[config.mk]
export PLATFORM = sky130hd
export DESIGN_NAME = character_action_fsm_flat
export DESIGN_NICKNAME = d
export VERILOG_FILES = /design/src/rtl/character_action_fsm_if.sv /design/src/rtl/character_action_fsm.sv /design/src/flat_wrapper.sv
export SDC_FILE = /design/constraint.sdc
export NUM_CORES = 1
export LEC_CHECK = 0
export ABC_CLOCK_PERIOD_IN_PS = 2800
export CAP_MARGIN = 20
export CORE_ASPECT_RATIO = 0.75
export CORE_UTILIZATION = 45
export CTS_BUF_LIST = sky130_fd_sc_hd__clkbuf_4 sky130_fd_sc_hd__clkbuf_8
export DETAILED_ROUTE_END_ITERATION = 16
export PLACE_DENSITY = 0.72
export SETUP_SLACK_MARGIN = 0.15
export SYNTH_ARGS = -nofsm -noshare
export SYNTH_HDL_FRONTEND = slang
export SYNTH_SLANG_ARGS = --single-unit
[constraint.sdc]
create_clock -name Clk -period 2.8 [get_ports Clk]
set_clock_uncertainty 0.15 [all_clocks]
set_input_delay 0.28 -clock Clk [delete_from_list [all_inputs] [get_ports Clk]]
set_output_delay 0.28 -clock Clk [all_outputs]
set_load 0.05 [all_outputs]
[src/rtl/character_action_fsm_if.sv]
// character_action_fsm_if: frame tick, key levels and hurt event in; sprite position, state and events out.
interface character_action_fsm_if;
    logic       frame_tick, enable, restart;
    logic       move_l, move_r, attack, defense, hurt;
    logic [9:0] pos_x;
    logic       facing;
    logic [2:0] state, anim_frame;
    logic       hit_pulse, damage_pulse, blocked_pulse;
    modport master (
        output frame_tick, enable, restart, move_l, move_r, attack, defense, hurt,
        input  pos_x, facing, state, anim_frame, hit_pulse, damage_pulse, blocked_pulse
    );
    modport slave (
        input  frame_tick, enable, restart, move_l, move_r, attack, defense, hurt,
        output pos_x, facing, state, anim_frame, hit_pulse, damage_pulse, blocked_pulse
    );
endinterface

[src/rtl/character_action_fsm.sv]
// character_action_fsm: per-character action/motion controller, stepped once per enabled frame tick.
// Define CHARACTER_ACTION_KEY_SYNC_EN to pass the four key levels through a two-flop synchronizer.
module character_action_fsm #(
    parameter logic [9:0] X_INIT          = 10'd120,
    parameter logic [9:0] X_MIN           = 10'd0,
    parameter logic [9:0] X_MAX           = 10'd575,
    parameter logic [9:0] STEP            = 10'd4,
    parameter logic [5:0] ATTACK_FRAMES   = 6'd18,
    parameter logic [5:0] HIT_FRAME       = 6'd9,
    parameter logic [5:0] COOLDOWN_FRAMES = 6'd12,
    parameter logic [5:0] HURT_FRAMES     = 6'd15,
    parameter logic [3:0] ANIM_DIV        = 4'd6,
    parameter logic       FACE_INIT       = 1'b1
) (
    input logic Clk,
    input logic Reset,
    character_action_fsm_if.slave io
);
    typedef enum logic [2:0] {IDLE = 3'd0, WALK = 3'd1, ATTACK = 3'd2, DEFEND = 3'd3, HURT = 3'd4} state_t;
    typedef struct packed {
        logic [9:0] pos_x;
        logic       facing;
        logic [2:0] anim;
        logic [3:0] div;
        logic [5:0] cnt;
        logic [5:0] cool;
        logic       hurt_pend;
        logic       attack_prev;
        logic       hit;
        logic       dmg;
        logic       blk;
    } regs_t;
    localparam regs_t RST = '{pos_x: X_INIT, facing: FACE_INIT, anim: 3'd0, div: 4'd0, cnt: 6'd0,
                              cool: 6'd0, hurt_pend: 1'b0, attack_prev: 1'b0, hit: 1'b0, dmg: 1'b0, blk: 1'b0};

    state_t state_q, state_d;
    regs_t  regs_q, regs_d;
    logic   move_l, move_r, attack, defense;
    logic   tick, hurt_now, attack_rise, busy, last, hi_clamp, lo_clamp;

`ifdef CHARACTER_ACTION_KEY_SYNC_EN
    logic [3:0] sync1_q, sync2_q;
    always_ff @(posedge Clk or posedge Reset) begin
        if (Reset) begin
            sync1_q <= 4'd0;
            sync2_q <= 4'd0;
        end else begin
            sync1_q <= {io.move_l, io.move_r, io.attack, io.defense};
            sync2_q <= sync1_q;
        end
    end
    assign {move_l, move_r, attack, defense} = sync2_q;
`else
    assign {move_l, move_r, attack, defense} = {io.move_l, io.move_r, io.attack, io.defense};
`endif

    // A hurt pulse on the tick cycle itself counts for that tick.
    assign tick        = io.frame_tick & io.enable;
    assign hurt_now    = regs_q.hurt_pend | io.hurt;
    assign attack_rise = attack & ~regs_q.attack_prev;
    assign busy        = (state_q == ATTACK) || (state_q == HURT);
    assign last        = regs_q.cnt == ((state_q == ATTACK) ? ATTACK_FRAMES : HURT_FRAMES) - 6'd1;
    assign hi_clamp    = {1'b0, regs_q.pos_x} + {1'b0, STEP} > {1'b0, X_MAX};
    assign lo_clamp    = {1'b0, regs_q.pos_x} < {1'b0, X_MIN} + {1'b0, STEP};

    always_ff @(posedge Clk or posedge Reset) begin
        if (Reset) begin
            state_q <= IDLE;
            regs_q  <= RST;
        end else begin
            state_q <= state_d;
            regs_q  <= regs_d;
        end
    end

    always_comb begin
        state_d = state_q;
        if (io.restart) state_d = IDLE;
        else if (tick) begin
            if (hurt_now) state_d = (state_q == DEFEND) ? DEFEND : HURT;
            else if (busy) state_d = last ? IDLE : state_q;
            else if (attack_rise && regs_q.cool == 6'd0) state_d = ATTACK;
            else if (defense) state_d = DEFEND;
            else state_d = (move_l ^ move_r) ? WALK : IDLE;
        end
    end

    // Cooldown only drains while the character is free to act.
    always_comb begin
        regs_d = regs_q;
        regs_d.hurt_pend = hurt_now;
        regs_d.hit = 1'b0;
        regs_d.dmg = 1'b0;
        regs_d.blk = 1'b0;
        if (tick) begin
            regs_d.hurt_pend   = 1'b0;
            regs_d.attack_prev = attack;
            regs_d.dmg  = hurt_now && state_q != DEFEND;
            regs_d.blk  = hurt_now && state_q == DEFEND;
            regs_d.hit  = !hurt_now && state_q == ATTACK && regs_q.cnt == HIT_FRAME - 6'd1;
            regs_d.cnt  = (busy && !hurt_now && !last) ? regs_q.cnt + 6'd1 : 6'd0;
            regs_d.cool = (state_q == ATTACK && state_d != ATTACK) ? COOLDOWN_FRAMES
                        : (!busy && regs_q.cool != 6'd0) ? regs_q.cool - 6'd1 : regs_q.cool;
            if (state_d != state_q) begin
                regs_d.anim = 3'd0;
                regs_d.div  = 4'd0;
            end else if (regs_q.div == ANIM_DIV - 4'd1) begin
                regs_d.div  = 4'd0;
                regs_d.anim = (busy && regs_q.anim == 3'd7) ? 3'd7 : regs_q.anim + 3'd1;
            end else regs_d.div = regs_q.div + 4'd1;
            if (state_d == WALK) begin
                regs_d.facing = move_r;
                regs_d.pos_x  = move_r ? (hi_clamp ? X_MAX : regs_q.pos_x + STEP)
                                       : (lo_clamp ? X_MIN : regs_q.pos_x - STEP);
            end
        end
        if (io.restart) regs_d = RST;
    end

    assign io.pos_x         = regs_q.pos_x;
    assign io.facing        = regs_q.facing;
    assign io.state         = state_q;
    assign io.anim_frame    = regs_q.anim;
    assign io.hit_pulse     = regs_q.hit;
    assign io.damage_pulse  = regs_q.dmg;
    assign io.blocked_pulse = regs_q.blk;
endmodule

[src/flat_wrapper.sv]
// flat-port wrapper written by rule: the top's interface ports become plain ports
module character_action_fsm_flat 
#(
    parameter logic [9:0] X_INIT          = 10'd120,
    parameter logic [9:0] X_MIN           = 10'd0,
    parameter logic [9:0] X_MAX           = 10'd575,
    parameter logic [9:0] STEP            = 10'd4,
    parameter logic [5:0] ATTACK_FRAMES   = 6'd18,
    parameter logic [5:0] HIT_FRAME       = 6'd9,
    parameter logic [5:0] COOLDOWN_FRAMES = 6'd12,
    parameter logic [5:0] HURT_FRAMES     = 6'd15,
    parameter logic [3:0] ANIM_DIV        = 4'd6,
    parameter logic       FACE_INIT       = 1'b1
)
  (Clk, Reset, io_frame_tick, io_enable, io_restart, io_move_l, io_move_r, io_attack, io_defense, io_hurt, io_pos_x, io_facing, io_state, io_anim_frame, io_hit_pulse, io_damage_pulse, io_blocked_pulse);
  character_action_fsm_if io_i ();
  input logic Clk;
  input logic Reset;
  input wire logic [$bits(io_i.frame_tick)-1:0] io_frame_tick;
  input wire logic [$bits(io_i.enable)-1:0] io_enable;
  input wire logic [$bits(io_i.restart)-1:0] io_restart;
  input wire logic [$bits(io_i.move_l)-1:0] io_move_l;
  input wire logic [$bits(io_i.move_r)-1:0] io_move_r;
  input wire logic [$bits(io_i.attack)-1:0] io_attack;
  input wire logic [$bits(io_i.defense)-1:0] io_defense;
  input wire logic [$bits(io_i.hurt)-1:0] io_hurt;
  output wire logic [$bits(io_i.pos_x)-1:0] io_pos_x;
  output wire logic [$bits(io_i.facing)-1:0] io_facing;
  output wire logic [$bits(io_i.state)-1:0] io_state;
  output wire logic [$bits(io_i.anim_frame)-1:0] io_anim_frame;
  output wire logic [$bits(io_i.hit_pulse)-1:0] io_hit_pulse;
  output wire logic [$bits(io_i.damage_pulse)-1:0] io_damage_pulse;
  output wire logic [$bits(io_i.blocked_pulse)-1:0] io_blocked_pulse;
  assign io_i.frame_tick = io_frame_tick;
  assign io_i.enable = io_enable;
  assign io_i.restart = io_restart;
  assign io_i.move_l = io_move_l;
  assign io_i.move_r = io_move_r;
  assign io_i.attack = io_attack;
  assign io_i.defense = io_defense;
  assign io_i.hurt = io_hurt;
  assign io_pos_x = io_i.pos_x;
  assign io_facing = io_i.facing;
  assign io_state = io_i.state;
  assign io_anim_frame = io_i.anim_frame;
  assign io_hit_pulse = io_i.hit_pulse;
  assign io_damage_pulse = io_i.damage_pulse;
  assign io_blocked_pulse = io_i.blocked_pulse;
  character_action_fsm #(.X_INIT(X_INIT), .X_MIN(X_MIN), .X_MAX(X_MAX), .STEP(STEP), .ATTACK_FRAMES(ATTACK_FRAMES), .HIT_FRAME(HIT_FRAME), .COOLDOWN_FRAMES(COOLDOWN_FRAMES), .HURT_FRAMES(HURT_FRAMES), .ANIM_DIV(ANIM_DIV), .FACE_INIT(FACE_INIT)) u_core (.Clk(Clk), .Reset(Reset), .io(io_i));
endmodule
==> out/summary.txt <==
WP data arrival: 2650 ps
Cell with the most instances after synthesis: dfrtp_1
Wire length of the first global-routing pass: 11200 um
TritonCTS Buffers: 5
Critical-path cell with the highest stage delay: or4b_4
Overall global routing resource usage: 21.9%
Final critical delay including setup and external delays: 2590 ps
Synth cell types: 61
Total wire length: 6810 um
Number of enable flip-flop cells after synthesis: 0
Logic pwr share: 25.8%
Antenna violations before repair: 0
Max-capacitance violation count: 0
Total congestion overflow: 0
Launching element type of the critical path: flip-flop
Worst min-delay path category: in2async
Most frequent cells after synthesis: dfrtp_1, nand2_1, nor2_1
Total number of clock tree sinks: 37
Worst path required time: 2860 ps
Switching part of the total: 32.1%
Number of placement rows: 24
Post-layout instance area: 0.00331 sq mm
Leakage dissipation: 1.36 nW
Diode insertion count for antenna repair: 0
Cell count after synthesis: 326
Total Neg Setup Slack: 0 ps
Vias: 2494
Hold violation count in the final report: 0
Share of total power in the clock network: 30.1%
Total of flip-flops plus latches after synthesis: 37
Syn nets: 347
Final setup vio count: 0
Combined area of all synthesized cells: 0.00273 sq mm
Crit Path Max Fanout: 7
Hold_buf cts: 0
Worst skew pair latency: 290 ps
Total I/O pin count: 30
Final antenna-violating net count: 0
Net count reported at finish: 377
Share of post-route cells with drive strength above 1: 18.2%
Horizontal die dimension: 92 um
Yosys Warn Count: 0
Kind of critical path: reg2reg
Area delta synth->final: 21.2%
Post-synthesis async set-or-reset flop share: 100%
Portion of synthesized cell area occupied by the leading cell type: 29.3%
Net switching power: 0.000437 W
Endpoint type of the worst setup path: flip-flop
Total power after layout: 0.00136 W
DRC violation total after the first TritonRoute iteration: 219
Path depth of the worst reg2reg path: 7
Maximum vdd drop: 0.344 mV
Status: finished clean
Cell types with the largest area share after synthesis: dfrtp_1, ha_1, dfstp_2
DPL Wire Length: 4840 um
Largest net degree at the start of global routing: 38
Buf+Inv Stages, Crit Path: 0
Power density over the cells: 411 mW/mm^2
Sequential share of power: 44.1%
Largest incremental delay on the critical path: 530 ps
IO buf count: 29
Startpoint of the most critical setup path: u_core.regs_q[12]
Total DRC errors in the routed layout: 0
Routed wire per std cell: 15.7 um
Maximum achievable frequency: 387 MHz
Die area: 0.00639 sq mm
Vias in the first global route: 2306
Biggest area consumer among synthesized cells: dfrtp_1
Family of cells with the greatest summed delay on the critical path: simple AND/OR/NAND/NOR gates
Clock root buffer: clkbuf_8
Number of max-slew violations in the final report: 0
WP depth: 7
Total internal power: 0.000924 W
Slew @ Worst Pin: 502 ps
Dominant synthesized flop cell: dfrtp_1
Core box area: 0.00583 sq mm
Sequential area share after synthesis: 34.1%
CTS H-tree depth: 2
Starting density of the core: 46.9%
CP cell instances: or4b_4, nor3_4, o221ai_4, o21ai_4, nand2_4, or3_4, o221ai_2
Die height: 69.5 um
Slew Limit Headroom: 66.4%
Buffer depth of the longest clock path: 2
Crit Reg-Reg Startpoint: u_core.regs_q[12]
Clock-pin slew on the worst setup and hold paths: 80 ps
Average size of a mapped cell: 8.39 sq um
Via/cell ratio: 5.73
Placer Congestion: 0.956
Share of the cycle needed by the critical path after routing: 92.4%
Clock tree from TritonCTS: yes
Post-place instance area: 0.00306 sq mm
Setup repair after global routing missed its margin: yes
Count of TritonRoute iterations in the first routing pass: 4
==> cell usage in the layout (no fill, tap or decap), types with 3 or more instances in the layout <==
cell / Yosys / layout
o211ai_1: 3 / 3
inv_1: 19 / 17
o31a_1: 3 / 3
and3_1: 4 / 4
buf_4: 13 / 23
a22o_1: 3 / 3
nand3_1: 13 / 13
nor2b_1: 3 / 3
nor2_2: 2 / 3
a21oi_1: 19 / 18
dfrtp_2: 0 / 3
o31ai_1: 5 / 5
a211oi_1: 3 / 3
ha_1: 11 / 10
nand2_1: 29 / 29
o22ai_1: 9 / 9
nor4_1: 6 / 6
a21o_1: 3 / 3
nand2b_1: 6 / 6
clkdlybuf4s50_1: 0 / 29
nand4_1: 5 / 5
nand3b_1: 6 / 6
xnor2_1: 5 / 5
o21ai_0: 18 / 18
o21a_1: 3 / 3
dfrtp_1: 32 / 29
and2_1: 3 / 3
nor3_1: 13 / 12
a31oi_1: 3 / 3
clkbuf_8: 0 / 6
dfstp_2: 5 / 5
or3_1: 6 / 5
nor2_1: 22 / 21
==> power groups by stage <==
stage	Clock, W	Sequential [W]	Combinational, W
final	0.000410	0.000600	0.000352
after global routing	0.000442	0.000605	0.000385
after CTS	0.000418	0.000599	0.000318
after detailed placement	0	0.000608	0.000314
after global placement	0	0.000608	0.000310
after floorplan	0	0.000602	0.000234
==> through the flow <==
stage | cells | hold WS [ps] | setup WS [ps] | util (%)
2_1_floorplan | 326 | 261 | 212 | -
3_3_place_gp | 417 | 333 | 136 | 52.5
3_5_place_dp | 417 | 344 | 113 | 52.5
4_1_cts | 425 | 271 | 165 | 54.3
5_1_grt | 435 | 320 | 134 | 56.9
6_report | 435 | 250 | 214 | 56.9
==> kinds of logic after synthesis <==
group	count (synthesis)	share of synthesized area [%]
buf+inv	48	8.51
simple gates	133	27.2
xor+xnor	7	2.24
compound gates	90	22.9
fa+ha+maj	11	5.03
flops	37	34.1
==> flip-flops by register name, indices dropped and copies added (netlist names) <==
register,count
u_core.io.hit_pulse,1
u_core.io.state,3
u_core.io.damage_pulse,1
u_core.io.pos_x,9
u_core.regs_q,18
u_core.io.anim_frame,3
u_core.io.facing,1
u_core.io.blocked_pulse,1
==> repair_timing <==
| item | 4_1_cts | 5_1_grt |
|---|---|---|
| endpoints found under the hold margin | 0 | 0 |
| gates resized for setup | 1 | 18 |
| pin swaps | 0 | 9 |
| setup buffers | 0 | 10 |
| endpoints found under the setup margin | 1 | 13 |
==> cell type report <==
cell class                 instances  area, sq um
sequential                        37          936
inverter                          19         71.3
fill                             540         2510
multi-input combinational        241         1650
clock buffer                       8         97.6
timing repair buffer              52          463
tap                               78         97.6
==> per-layer routing <==
metal	GRT usage (%)	part of all wire, %	vias to the layer above
met2	32.2	44	64
met3	3.62	4.5	12
met5	0	0	-
met4	6.25	1.5	0
met1	33.0	50	1185
li1	-	-	1233
==> worst min-delay path: cells and delay by family <==
family                 cells  cell delay, ps
buffers and inverters      3             860
==> final timing paths <==
check / endpoint / slack (ps)
max: u_core.io.pos_x[6] / 210
min: u_core.io.hit_pulse / 250
max reg2reg: u_core.io.pos_x[6] / 210
min reg2reg: u_core.io.facing / 350
max in group asynchronous: u_core.io.facing / 1890
min in group Clk: u_core.io.facing / 350
Note: power is estimated with default switching activity, not from simulation.
